[src/rtl/md5_par_bus_if.sv]
// Raspberry Pi parallel-bus slave for the md5 core: synchronises the bus pins,
// packs write beats into words through an RX FIFO and serialises result words on reads.
module md5_par_bus_if #(
  parameter int BUS_WIDTH   = 8,
  parameter int WORD_WIDTH  = 32,
  parameter int FIFO_DEPTH  = 16,
  parameter int SYNC_STAGES = 2
) (
  input  logic                  clk,
  input  logic                  reset,
  input  logic                  bus_clk,
  input  logic                  bus_rnw,
  input  logic [BUS_WIDTH-1:0]  bus_data_in,
  output logic [BUS_WIDTH-1:0]  bus_data_out,
  output logic                  bus_data_oe,
  output logic [WORD_WIDTH-1:0] rx_data,
  output logic                  rx_valid,
  input  logic                  rx_ready,
  input  logic [WORD_WIDTH-1:0] tx_data,
  input  logic                  tx_valid,
  output logic                  tx_ready,
  input  logic                  core_done,
  input  logic                  core_match,
  output logic                  bus_done,
  output logic                  bus_match,
  output logic                  overflow,
  output logic                  underflow
);

  localparam int BEATS = WORD_WIDTH / BUS_WIDTH;
  localparam int WR_W  = $clog2(BEATS);
  localparam int CNT_W = $clog2(BEATS + 1);
  localparam int PTR_W = $clog2(FIFO_DEPTH);

  // ---------------------------------------------------------------- synchronisers
  logic [SYNC_STAGES-1:0]                clk_sync_q;
  logic [SYNC_STAGES-1:0]                rnw_sync_q;
  logic [SYNC_STAGES-1:0][BUS_WIDTH-1:0] data_sync_q;
  logic                                  clk_prev_q;
  logic                                  oe_q;

  logic                 clk_s;
  logic                 rnw_s;
  logic [BUS_WIDTH-1:0] data_s;
  logic                 strobe;
  logic                 rnw_rise;

  // NOTE: sequential state uses non-blocking assignments so every flop samples
  // pre-edge values regardless of statement order.
  always_ff @(posedge clk or posedge reset) begin
    if (reset) begin
      clk_sync_q  <= '0;
      rnw_sync_q  <= '0;
      data_sync_q <= '0;
      clk_prev_q  <= 1'b0;
      oe_q        <= 1'b0;
    end else begin
      clk_sync_q  <= {clk_sync_q[SYNC_STAGES-2:0], bus_clk};
      rnw_sync_q  <= {rnw_sync_q[SYNC_STAGES-2:0], bus_rnw};
      data_sync_q <= {data_sync_q[SYNC_STAGES-2:0], bus_data_in};
      clk_prev_q  <= clk_s;
      oe_q        <= rnw_s;
    end
  end

  assign clk_s       = clk_sync_q[SYNC_STAGES-1];
  assign rnw_s       = rnw_sync_q[SYNC_STAGES-1];
  assign data_s      = data_sync_q[SYNC_STAGES-1];
  assign strobe      = clk_s & ~clk_prev_q;
  // oe_q is rnw_s delayed by one cycle, so it doubles as the edge reference.
  assign rnw_rise    = rnw_s & ~oe_q;
  assign bus_data_oe = oe_q;

  // ---------------------------------------------------------------- write assembly
  logic [WR_W-1:0]       wr_cnt_q, wr_cnt_d;
  logic [WORD_WIDTH-1:0] word_q, word_d;
  logic [WORD_WIDTH-1:0] word_next;
  logic                  push;

  assign word_next = {word_q[WORD_WIDTH-BUS_WIDTH-1:0], data_s};

  // NOTE: every always_comb output gets a default first so no path infers a latch.
  always_comb begin
    wr_cnt_d = wr_cnt_q;
    word_d   = word_q;
    push     = 1'b0;
    if (rnw_rise) begin
      wr_cnt_d = '0;
    end else if (strobe && !rnw_s) begin
      word_d = word_next;
      if (wr_cnt_q == WR_W'(BEATS - 1)) begin
        wr_cnt_d = '0;
        push     = 1'b1;
      end else begin
        wr_cnt_d = wr_cnt_q + 1'b1;
      end
    end
  end

  // ---------------------------------------------------------------- RX FIFO
  logic [WORD_WIDTH-1:0] mem [FIFO_DEPTH];
  logic [PTR_W-1:0]      wr_ptr_q, rd_ptr_q;
  logic [PTR_W:0]        count_q, count_d;
  logic                  full;
  logic                  pop;
  logic                  push_ok;
  logic                  overflow_q, overflow_d;

  assign full     = (count_q == (PTR_W + 1)'(FIFO_DEPTH));
  assign rx_valid = (count_q != '0);
  assign pop      = rx_valid & rx_ready;
  // A pop in the same cycle frees the slot, so a push on full is still taken.
  assign push_ok  = push & (~full | pop);
  assign rx_data  = rx_valid ? mem[rd_ptr_q] : '0;

  always_comb begin
    count_d    = count_q;
    overflow_d = overflow_q | (push & full & ~pop);
    case ({push_ok, pop})
      2'b10:   count_d = count_q + 1'b1;
      2'b01:   count_d = count_q - 1'b1;
      default: count_d = count_q;
    endcase
  end

  // NOTE: the storage array has no reset; occupancy lives in the pointers and
  // rx_data is gated by rx_valid, so stale contents are never visible.
  always_ff @(posedge clk) begin
    if (push_ok) mem[wr_ptr_q] <= word_next;
  end

  // ---------------------------------------------------------------- TX shifter
  logic [WORD_WIDTH-1:0] shift_q, shift_d;
  logic [CNT_W-1:0]      rd_cnt_q, rd_cnt_d;
  logic                  underflow_q, underflow_d;

  assign tx_ready     = (rd_cnt_q == '0);
  assign bus_data_out = shift_q[WORD_WIDTH-1 -: BUS_WIDTH];

  always_comb begin
    shift_d     = shift_q;
    rd_cnt_d    = rd_cnt_q;
    underflow_d = underflow_q;
    if (strobe && rnw_s) begin
      if (rd_cnt_q != '0) begin
        shift_d  = shift_q << BUS_WIDTH;
        rd_cnt_d = rd_cnt_q - 1'b1;
      end else begin
        underflow_d = 1'b1;
      end
    end
    if (tx_valid && tx_ready) begin
      shift_d  = tx_data;
      rd_cnt_d = CNT_W'(BEATS);
    end
  end

  // ---------------------------------------------------------------- state registers
  logic done_q, match_q;

  always_ff @(posedge clk or posedge reset) begin
    if (reset) begin
      wr_cnt_q    <= '0;
      word_q      <= '0;
      wr_ptr_q    <= '0;
      rd_ptr_q    <= '0;
      count_q     <= '0;
      overflow_q  <= 1'b0;
      shift_q     <= '0;
      rd_cnt_q    <= '0;
      underflow_q <= 1'b0;
      done_q      <= 1'b0;
      match_q     <= 1'b0;
    end else begin
      wr_cnt_q    <= wr_cnt_d;
      word_q      <= word_d;
      count_q     <= count_d;
      overflow_q  <= overflow_d;
      shift_q     <= shift_d;
      rd_cnt_q    <= rd_cnt_d;
      underflow_q <= underflow_d;
      done_q      <= core_done;
      match_q     <= core_match;
      if (push_ok) wr_ptr_q <= wr_ptr_q + 1'b1;
      if (pop)     rd_ptr_q <= rd_ptr_q + 1'b1;
    end
  end

  assign overflow  = overflow_q;
  assign underflow = underflow_q;
  assign bus_done  = done_q;
  assign bus_match = match_q;

endmodule

[config.mk]
export PLATFORM = sky130hd
export DESIGN_NAME = md5_par_bus_if
export DESIGN_NICKNAME = d
export VERILOG_FILES = /design/src/rtl/md5_par_bus_if.sv
export SDC_FILE = /design/constraint.sdc
export NUM_CORES = 1
export LEC_CHECK = 0
export ABC_CLOCK_PERIOD_IN_PS = 12900
export BUFFER_PORTS_ARGS = -buffer_cell sky130_fd_sc_hd__buf_2
export CAP_MARGIN = 15
export CORE_MARGIN = 2
export CORE_UTILIZATION = 60
export DETAILED_ROUTE_END_ITERATION = 12
export HOLD_SLACK_MARGIN = 0.15
export PLACE_DENSITY = 0.78
export SYNTH_ARGS = -nofsm -noshare
export SYNTH_HDL_FRONTEND = slang
export SYNTH_SLANG_ARGS = --single-unit
[constraint.sdc]
create_clock -name clk -period 12.9 [get_ports clk]
set_input_delay 2.58 -clock clk [delete_from_list [all_inputs] [get_ports clk]]
set_output_delay 2.58 -clock clk [all_outputs]
set_load 0.01 [all_outputs]
==> impl_metrics.toml, run 1 <==
[status]
status = "finished, final reports clean"

[finish]
nNetsFinal = 1298
num_antenna_cells = 0
nFillCells = 2387
seq_area_sq_um = 17890
multi_input_area_sq_um = 5210
area_delta_synth_final_pct = 11.92
drive_gt1_frac = 0.2961
final_util = 0.6809

[synth]
yosys.area.top_type = "edfxtp_1"
netlist_top_cells_area = "edfxtp_1 65%, mux4_2 11%, dfrtp_1 11%, mux4_1 1.7%, mux2i_1 1.4%"
synth_top_area_share = 0.6524
synth_seq_cells = 612
synth_edf_count = 512
synth.avg_cell_area_sq_um = 20.89
syn_inst = 1128
synthArstFlopShare = 0.1634
synth.distinct_cells = 49
ys_seq_area_frac = 0.7585
syn_area_sq_um = 23570
ys_top_cells_by_count = "512 x edfxtp_1, 113 x mux4_2, 100 x dfrtp_1, 73 x nand2_1, 35 x nor2_1"
dominantRegCellSynth = "edfxtp_1"
yosys.cell_count.top_type = "edfxtp_1"
syn_nets = 1185
yosysWarningCount = 0

[timing]
period_needed_ps = 6956
holdWs_ps = 349.2
final_max_slew_viol_count = 0
setup_tns_ps = 0
hold_viol_final = 0
max_slew_margin = 0.2297
finalSetupViolations = 0
max_freq_mhz = 143.8
finalCritPeriodShare = 0.5392
finClkSkew_ps = 22.03
tightest_slew_ps = 1156
rsz0062_at_grt = "false"

[die]
start_util = 0.6084
num_io_pins = 95
rows = 72
die_y_um = 202.2
coreArea_sq_um = 38740
die_w_um = 202.2
dieArea_sq_um = 40880

[routing]
totalWireLength_mm = 49.32
num_vias = 11490
drt_first_pass_iters = 5
via_per_inst = 6.352
drtAntennaViolNets = 0
drc = 0
dr.first_iter.drc_count = 1137
wire_per_inst_um = 27.28

[power_and_ir_drop]
p_comb_frac = 0.237
internal_power_uw = 3973
p_switching_uw = 1598
seq_power_share = 0.461
p_clk_frac = 0.302
p_leak_uw = 0.009222
swShare = 0.2869
p_per_area_nw_per_um2 = 211.2
peakVddDrop_mv = 0.2253

[setup_path]
critPathSlowestCell = "buf_4"
critPathMostFrequentCell = "buf_4"
rr_startpoint = "wr_cnt_q[0]"
cp_data_arrival_time_ps = 4380
critPathCaptureType = "output pin"
path_delay_family = "buffers and inverters"
path_buf_inv = 3
start_kind = "flip-flop"
r2r_slack_ps = 9480
critical_path.max_fanout = 57
cp-startpoint = "rd_ptr_q[1]"
cpPeakStageDelay_ps = 850
path_class = "reg -> out"
cp.required_ps = 10320
crit_path_end = "rx_data[22]"
crit_chain = "buf_4 > buf_4 > mux4_2 > mux2i_1 > nor2_1 > a221o_1 > buf_2"
rr_worst_depth = 7
r2r-end = "mem[6][25]"
path_depth = 7

[clock_tree]
clk_latency_ps = 600
cts_buffers = 58
clockBufferDepth = 3
clk_pin_slew_ps = 60
post_cts_buffers = 0
cts_hold_buf = 0
h-tree-depth = 2
cts_root_buf = "clkbuf_16"
post_cts_resized = 0
clkSinkCount = 612
cts_tree = "built"

[global_routing]
antenna_found_initial = 0
grt.overflow.total = 0
grt_pass1_wl_mm = 75.29
grt_pass1_vias = 12150
track_usage = 0.2513
grt_max_degree = 68

[flow_run]
drv_cap = 0

[placement]
port_buffers = 94
routabilityCongestion = 0.7230
dpl.hpwl_mm = 24.83

[hold_path]
min_path_type = "reg -> reg"
## logic make-up after synthesis
family	count (synthesis)	synth area share
buffers and inverters	79	0.02277
flip-flops	612	0.7585
AND/OR/NAND/NOR	154	0.03100
AO/OA/AOI/OAI	74	0.02686
XOR/XNOR	12	0.004460
adder cells (fa/ha/maj)	9	0.004778
multiplexers	188	0.1516
## state kept, by name, summed over array words and instances (netlist names)
| name | flops |
|---|---|
| mem | 512 |
| shift_q | 32 |
| word_q | 24 |
| data_s | 8 |
| data_sync_q | 8 |
| count_q | 5 |
| rd_ptr_q | 4 |
| wr_ptr_q | 4 |
| rd_cnt_q | 3 |
| clk_sync_q | 2 |
| rnw_sync_q | 2 |
| wr_cnt_q | 2 |
| bus_data_oe | 1 |
| bus_done | 1 |
| bus_match | 1 |
| clk_prev_q | 1 |
| overflow | 1 |
| underflow | 1 |
## per-stage QoR
stage	power, uW	instances	worst slack, ps	instance area, sq um
floorplan	3571	1128	6743	23570
global placement	3885	1699	6498	24460
detailed placement	3922	1699	6497	24460
CTS	5607	1808	5860	26380
global route	5790	1808	5618	26380
finish	5571	1808	5944	26380
## area by class of cell
cell class | instances | share of cell area
repair buffers | 121 | 0.02552
inverters | 11 | 0.001660
multi-input cells | 437 | 0.1975
flip-flops and latches | 612 | 0.6781
clock buffers | 84 | 0.06332
well taps | 518 | 0.02457
clock inverters | 25 | 0.009344
## power groups by stage
stage | logic (uW) | registers, uW | clock network [uW]
global placement | 1290 | 2590 | 0
global route | 1410 | 2600 | 1780
CTS | 1330 | 2570 | 1710
detailed placement | 1320 | 2610 | 0
floorplan | 1080 | 2490 | 0
finish | 1320 | 2570 | 1680
## worst reg2reg max path, cell delays in order, from the launching register on
cell	delay, ps
dfrtp_1	360
ha_1	210
nand4bb_1	260
a31oi_1	240
buf_4	220
nand2_1	190
nor3b_2	960
buf_4	600
## routing by layer
layer,vias up,global-route usage,wire length [um]
li1,4800,-,-
met1,6093,0.3590,19440
met2,520,0.4072,24770
met3,72,0.04660,4081
met4,0,0.07013,1032
met5,-,0,0
## worst min path at each step
stage / start / endpoint / slack, ps / cells after the start
finish: clk_sync_q[0] / clk_sync_q[1] / 350 / 0
global route: data_sync_q[2] / data_s[2] / 360 / 0
CTS: clk_sync_q[0] / clk_sync_q[1] / 350 / 0
detailed placement: data_sync_q[2] / data_s[2] / 340 / 0
global placement: rnw_sync_q[0] / rnw_sync_q[1] / 330 / 0
floorplan: clk_sync_q[0] / clk_sync_q[1] / 330 / 0
## cell usage in the layout, fill, tap and decap left out, drive strengths merged, types with 9 or more instances in the layout
cell type,instances
nand3,11
and2,9
mux2,26
inv,12
nor2,36
mux4,128
ha,9
buf,121
mux2i,34
edfxtp,512
clkbuf,84
dfrtp,100
clkinv,14
a22oi,25
a221o,32
nand2,74
(Power assumes the default switching activity.)
==> run 2, diff against run 1 <==
- ABC_CLOCK_PERIOD_IN_PS: 12900 -> 6300
- CORE_UTILIZATION: 60 -> 55
- PLACE_DENSITY: 0.78 -> 0.75
- clock period: 12.9 -> 6.3 ns (I/O delays scaled with it)
==> run 2 against run 1 <==
Hold slack improved by 1.5 ps. Routed wire length is 0.76% lower. Non-clock buffer count grew 1. Sequential power grew 110%. Setup slack worse by 4300 ps. Critical endpoint is now rx_data[23].
==> impl_metrics.toml, run 2 (synthesis results as in run 1) <==
[setup_path]
path_delay_family = "flip-flops"
critPathCaptureType = "output pin"
r2r_slack_ps = 3180
cp_data_arrival_time_ps = 3370
cp.required_ps = 5040
path_class = "reg -> out"
r2r-end = "mem[1][17]"
critPathSlowestCell = "dfrtp_4"
path_buf_inv = 2
cpPeakStageDelay_ps = 1070
start_kind = "flip-flop"
rr_worst_depth = 6
critical_path.max_fanout = 50
rr_startpoint = "wr_cnt_q[0]"
crit_chain = "buf_4 > mux4_2 > a221o_1 > buf_2"

[global_routing]
grt.overflow.total = 0
grt_pass1_wl_mm = 73.32
antenna_found_initial = 0
grt_pass1_vias = 11690
grt_max_degree = 61
track_usage = 0.2267

[hold_path]
min-delay-start = "clk_sync_q[0]"
hold_end = "clk_sync_q[1]"
hold_depth = 0
min_path_type = "reg -> reg"

[timing]
rsz0062_at_grt = "false"
finClkSkew_ps = 29.23
final_max_slew_viol_count = 0
period_needed_ps = 4630
max_freq_mhz = 216.0
finalSetupViolations = 0
max_slew_margin = 0.1938
tightest_slew_ps = 1209
fin_ws_ps = 1670
setup_tns_ps = 0
finalCritPeriodShare = 0.7349
holdWs_ps = 350.7
hold_viol_final = 0

[routing]
via_per_inst = 6.152
wire_per_inst_um = 26.73
drt_first_pass_iters = 5
drc = 0
num_vias = 11270
drtAntennaViolNets = 0
dr.first_iter.drc_count = 1254
totalWireLength_mm = 48.95

[die]
die_y_um = 211
num_io_pins = 95
die_w_um = 211
start_util = 0.5593
rows = 75
dieArea_sq_um = 44520
coreArea_sq_um = 42130

[finish]
num_antenna_cells = 0
largest_register_ffs = 512
seq_area_sq_um = 17890
largest-register = "mem"
final_util = 0.6258
top_regs = "mem x512, shift_q x32, word_q x24"
drive_gt1_frac = 0.2902
layout_commonest_cell = "edfxtp_1"
nFillCells = 2821
area_delta_synth_final_pct = 11.89
nNetsFinal = 1299
multi_input_area_sq_um = 5200
layout_common_cells = "512 x edfxtp_1, 113 x mux4_2, 97 x dfrtp_1"

[power_and_ir_drop]
p_leak_uw = 0.009218
seq_power_share = 0.471
swShare = 0.2875
peakVddDrop_mv = 0.3272
p_comb_frac = 0.230
internal_power_uw = 8090
p_clk_frac = 0.300
p_switching_uw = 3264
finalPower_uw = 11350
p_per_area_nw_per_um2 = 430.6

[clock_tree]
clockBufferDepth = 3
cts_hold_buf = 0
h-tree-depth = 2
post_cts_resized = 0
clkSinkCount = 612
clk_pin_slew_ps = 60
cts_tree = "built"
post_cts_buffers = 0
cts_buffers = 58
clk_latency_ps = 620
cts_root_buf = "clkbuf_16"

[placement]
pre_cts_ws_ps = 2268
routabilityCongestion = 0.7590
dpl.hpwl_mm = 25.38
port_buffers = 94

[flow_run]
drv_cap = 0

[status]
status = "finished, final reports clean"
run 2: metrics by stage:
stage / cell area [sq um] / cells
floorplan: 23570 / 1128
global placement: 24500 / 1721
detailed placement: 24500 / 1721
CTS: 26370 / 1831
global route: 26370 / 1831
finish: 26370 / 1831
run 2: area by class of cell:
class	instances	share of cell area
Clock buffer	81	0.06107
Sequential cell	612	0.6783
Multi-Input combinational cell	437	0.1972
Inverter	11	0.001661
Clock inverter	29	0.009917
Tap cell	539	0.02558
Timing Repair Buffer	122	0.02629
run 2: worst max path at each step:
| stage | startpoint | slack, ps | cells past startpoint | to |
|---|---|---|---|---|
| 2_1_floorplan | rx_ready | 1460 | 5 | mem[4][0] |
| 3_3_place_gp | rd_ptr_q[0] | 2290 | 4 | rx_data[29] |
| 3_5_place_dp | rd_ptr_q[0] | 2270 | 4 | rx_data[23] |
| 4_1_cts | rd_ptr_q[1] | 1600 | 6 | rx_data[12] |
| 5_1_grt | rd_ptr_q[1] | 1470 | 6 | rx_data[12] |
| 6_report | rd_ptr_q[0] | 1670 | 4 | rx_data[23] |
run 2: metal layers:
layer,global-route usage,part of all wire
met5,0,0
met4,0.05027,0.017
met3,0.04832,0.077
met2,0.3692,0.49
met1,0.3207,0.41
run 2: power groups by stage:
stage	combinational, uW	sequential, uW	clock (uW)
after floorplan	2220	5090	0
after global placement	2580	5400	0
after detailed placement	2630	5420	0
after CTS	2640	5340	3450
after global routing	2810	5400	3620
final	2610	5340	3400
==> run 3, diff against run 2 <==
- ABC_AREA: unset -> 1
- ABC_CLOCK_PERIOD_IN_PS: 6300 -> 3870
- clock period: 6.3 -> 3.87 ns (I/O delays scaled with it)
==> run 3 against run 2 <==
Sequential cell count is the same. Critical path depth grew 3. Non-clock buffer count increased by 19. Power up 72%. Critical endpoint is now rx_data[17]. Highest routed layer unchanged.
==> impl_metrics.toml, run 3 <==
[status]
status = "finished, final reports clean"

[die]
die_y_um = 212.7
die_w_um = 212.7
rows = 76
num_io_pins = 95
coreArea_sq_um = 43080
dieArea_sq_um = 45240
start_util = 0.5561

[synth]
syn_nets = 1858
yosysWarningCount = 0
synth_edf_count = 512
syn_area_sq_um = 23950
synth.avg_cell_area_sq_um = 13.30
synth-xor-area-share = 0.002925
yosys.cell_count.top_type = "edfxtp_1"
synth-adder-area-share = 0.004701
synth_top_area_share = 0.6418
synth.distinct_cells = 35
ys_top_cells_by_count = "512 x edfxtp_1, 316 x nor2_1, 273 x o21ai_0, 110 x o221ai_1, 100 x dfrtp_1"
synth_top_family_by_area = "compound AO/OA/AOI/OAI gates"
synth_compound_area_frac = 0.1233
synth-simple-area-share = 0.07976
synthArstFlopShare = 0.1634
yosys.area.top_type = "edfxtp_1"
netlist_top_cells_area = "edfxtp_1 64%, dfrtp_1 10%, o21ai_0 5.7%, nor2_1 5.0%, o221ai_1 4.0%"
synth_seq_cells = 612
syn_inst = 1801
synthMuxAreaShare = 0.003761
ys_seq_area_frac = 0.7463
dominantRegCellSynth = "edfxtp_1"

[power_and_ir_drop]
p_switching_uw = 6812
p_comb_frac = 0.299
finalPower_uw = 19500
peakVddDrop_mv = 0.4791
swShare = 0.3493
p_leak_uw = 0.009325
seq_power_share = 0.421
p_per_area_nw_per_um2 = 724.6
p_clk_frac = 0.280
internal_power_uw = 12690

[timing]
max_freq_mhz = 268.8
tightest_slew_ps = 992.8
finalCritPeriodShare = 0.9613
hold_viol_final = 0
period_needed_ps = 3720
finalSetupViolations = 0
max_slew_margin = 0.3382
rsz0062_at_grt = "false"
final_max_slew_viol_count = 0
finClkSkew_ps = 20.96
fin_ws_ps = 149.6
setup_tns_ps = 0

[finish]
nNetsFinal = 1931
layout_commonest_cell = "edfxtp_1"
nFillCells = 3089
num_antenna_cells = 0
largest_register_ffs = 512
area_delta_synth_final_pct = 12.35
drive_gt1_frac = 0.1389
multi_input_area_sq_um = 5263
largest-register = "mem"
final_cells = 2507
top_regs = "mem x512, shift_q x32, word_q x24"
seq_area_sq_um = 17890
layout_common_cells = "512 x edfxtp_1, 300 x nor2_1, 273 x o21ai_0"

[clock_tree]
cts_hold_buf = 0
clk_latency_ps = 630
clockBufferDepth = 3
cts_tree = "built"
cts_root_buf = "clkbuf_16"
cts_buffers = 58
clkSinkCount = 612
clk_pin_slew_ps = 60
h-tree-depth = 2

[placement]
dpl.hpwl_mm = 28.71
routabilityCongestion = 0.7838
dp_cells = 2398
port_buffers = 94
pre_cts_ws_ps = 662.8

[routing]
dr.first_iter.drc_count = 1650
drt_first_pass_iters = 6
wire_per_inst_um = 22.83
via_per_inst = 6.098
drtAntennaViolNets = 0
num_vias = 15290
totalWireLength_mm = 57.24
drc = 0

[setup_path]
critical_path.max_fanout = 81
crit_chain = "inv_8 > buf_12 > o21ai_0 > o221ai_1 > nand3_1 > a21oi_1 > buf_2"
cp_data_arrival_time_ps = 2950
cp.required_ps = 3100
path_delay_family = "buffers and inverters"
critPathSlowestCell = "dfrtp_4"
start_kind = "flip-flop"
critPathCaptureType = "output pin"
path_class = "reg -> out"
cpPeakStageDelay_ps = 640
path_buf_inv = 3

[global_routing]
use_met1 = 0.3425
grt_max_degree = 119
use_met3 = 0.05324
use_met2 = 0.4190
grt.overflow.total = 0
grt_pass1_wl_mm = 86.67
track_usage = 0.2557
grt_pass1_vias = 15380
top_usage_layer = "met2"
antenna_found_initial = 0

[flow_run]
drv_cap = 0

[hold_path]
min_path_type = "in -> reg"
## run 3: cell types whose count changed after synthesis, moves of 30 or more
cell,previous run,this run
clkbuf_1,19,57
o21ai_0,5,273
inv_1,11,63
a21oi_1,2,40
o22ai_1,1,35
a221o_1,30,0
mux4_2,113,0
nand3_1,11,57
nor2_1,35,316
o221ai_1,0,110
mux2i_1,34,0
## run 3: final cells by class
type,count,share of cell area
multi-input combinational,994,0.1955
timing repair buffer,141,0.03533
tap,585,0.02720
sequential,612,0.6646
inverter,67,0.009763
clock buffer,83,0.06007
clock inverter,25,0.007531
## run 3: path summary, 6_finish.rpt
path / start / to / slack (ps) / cells past startpoint
setup / recovery: rd_ptr_q[0] / rx_data[17] / 150 / 7
hold / removal: bus_data_in[2] / data_sync_q[2] / 250 / 1
setup reg to reg: rd_cnt_q[0] / shift_q[8] / 1000 / 9
hold reg to reg: data_sync_q[7] / data_s[7] / 350 / 0
max in group asynchronous: reset / rd_ptr_q[2] / 2650 / 3
min in group asynchronous: reset / data_sync_q[2] / 270 / 2
## run 3: through the flow
step	instance area, sq um	util	hold slack (ps)
after floorplan	23950	-	331.2
after global placement	25070	0.5820	337.2
after detailed placement	25070	0.5820	335.8
after CTS	26890	0.6243	229.8
after global routing	26910	0.6248	228.9
final	26910	0.6248	251.7
## run 3: repair_timing
action                                  in CTS  in global routing
setup buffers                                0                  1
gates resized for setup                      1                  1
endpoints found under the setup margin       1                 11
## run 3: cell families (layout without fill, tap and decap cells)
kind of cell,count (synthesis),after routing
adders and majority gates,9,9
and+or+nand+nor,476,476
AOI/OAI and AO/OA,493,493
DFF,612,612
muxes,8,8
xor gates and xnor gates,8,8
buffers and inverters,195,316
## run 3: metal layers
metal  wire, um  vias up
li1           -     6787
met1      22460     7530
met2      27420      819
met3       5625      152
met4       1730        0
met5          0        -
## run 3: power by group through the flow
stage | clock network [uW] | logic [uW] | registers [uW]
floorplan | 0 | 4060 | 8110
global placement | 0 | 5530 | 8320
detailed placement | 0 | 5700 | 8350
CTS | 5510 | 5750 | 8220
global route | 5800 | 6420 | 8260
finish | 5460 | 5830 | 8210
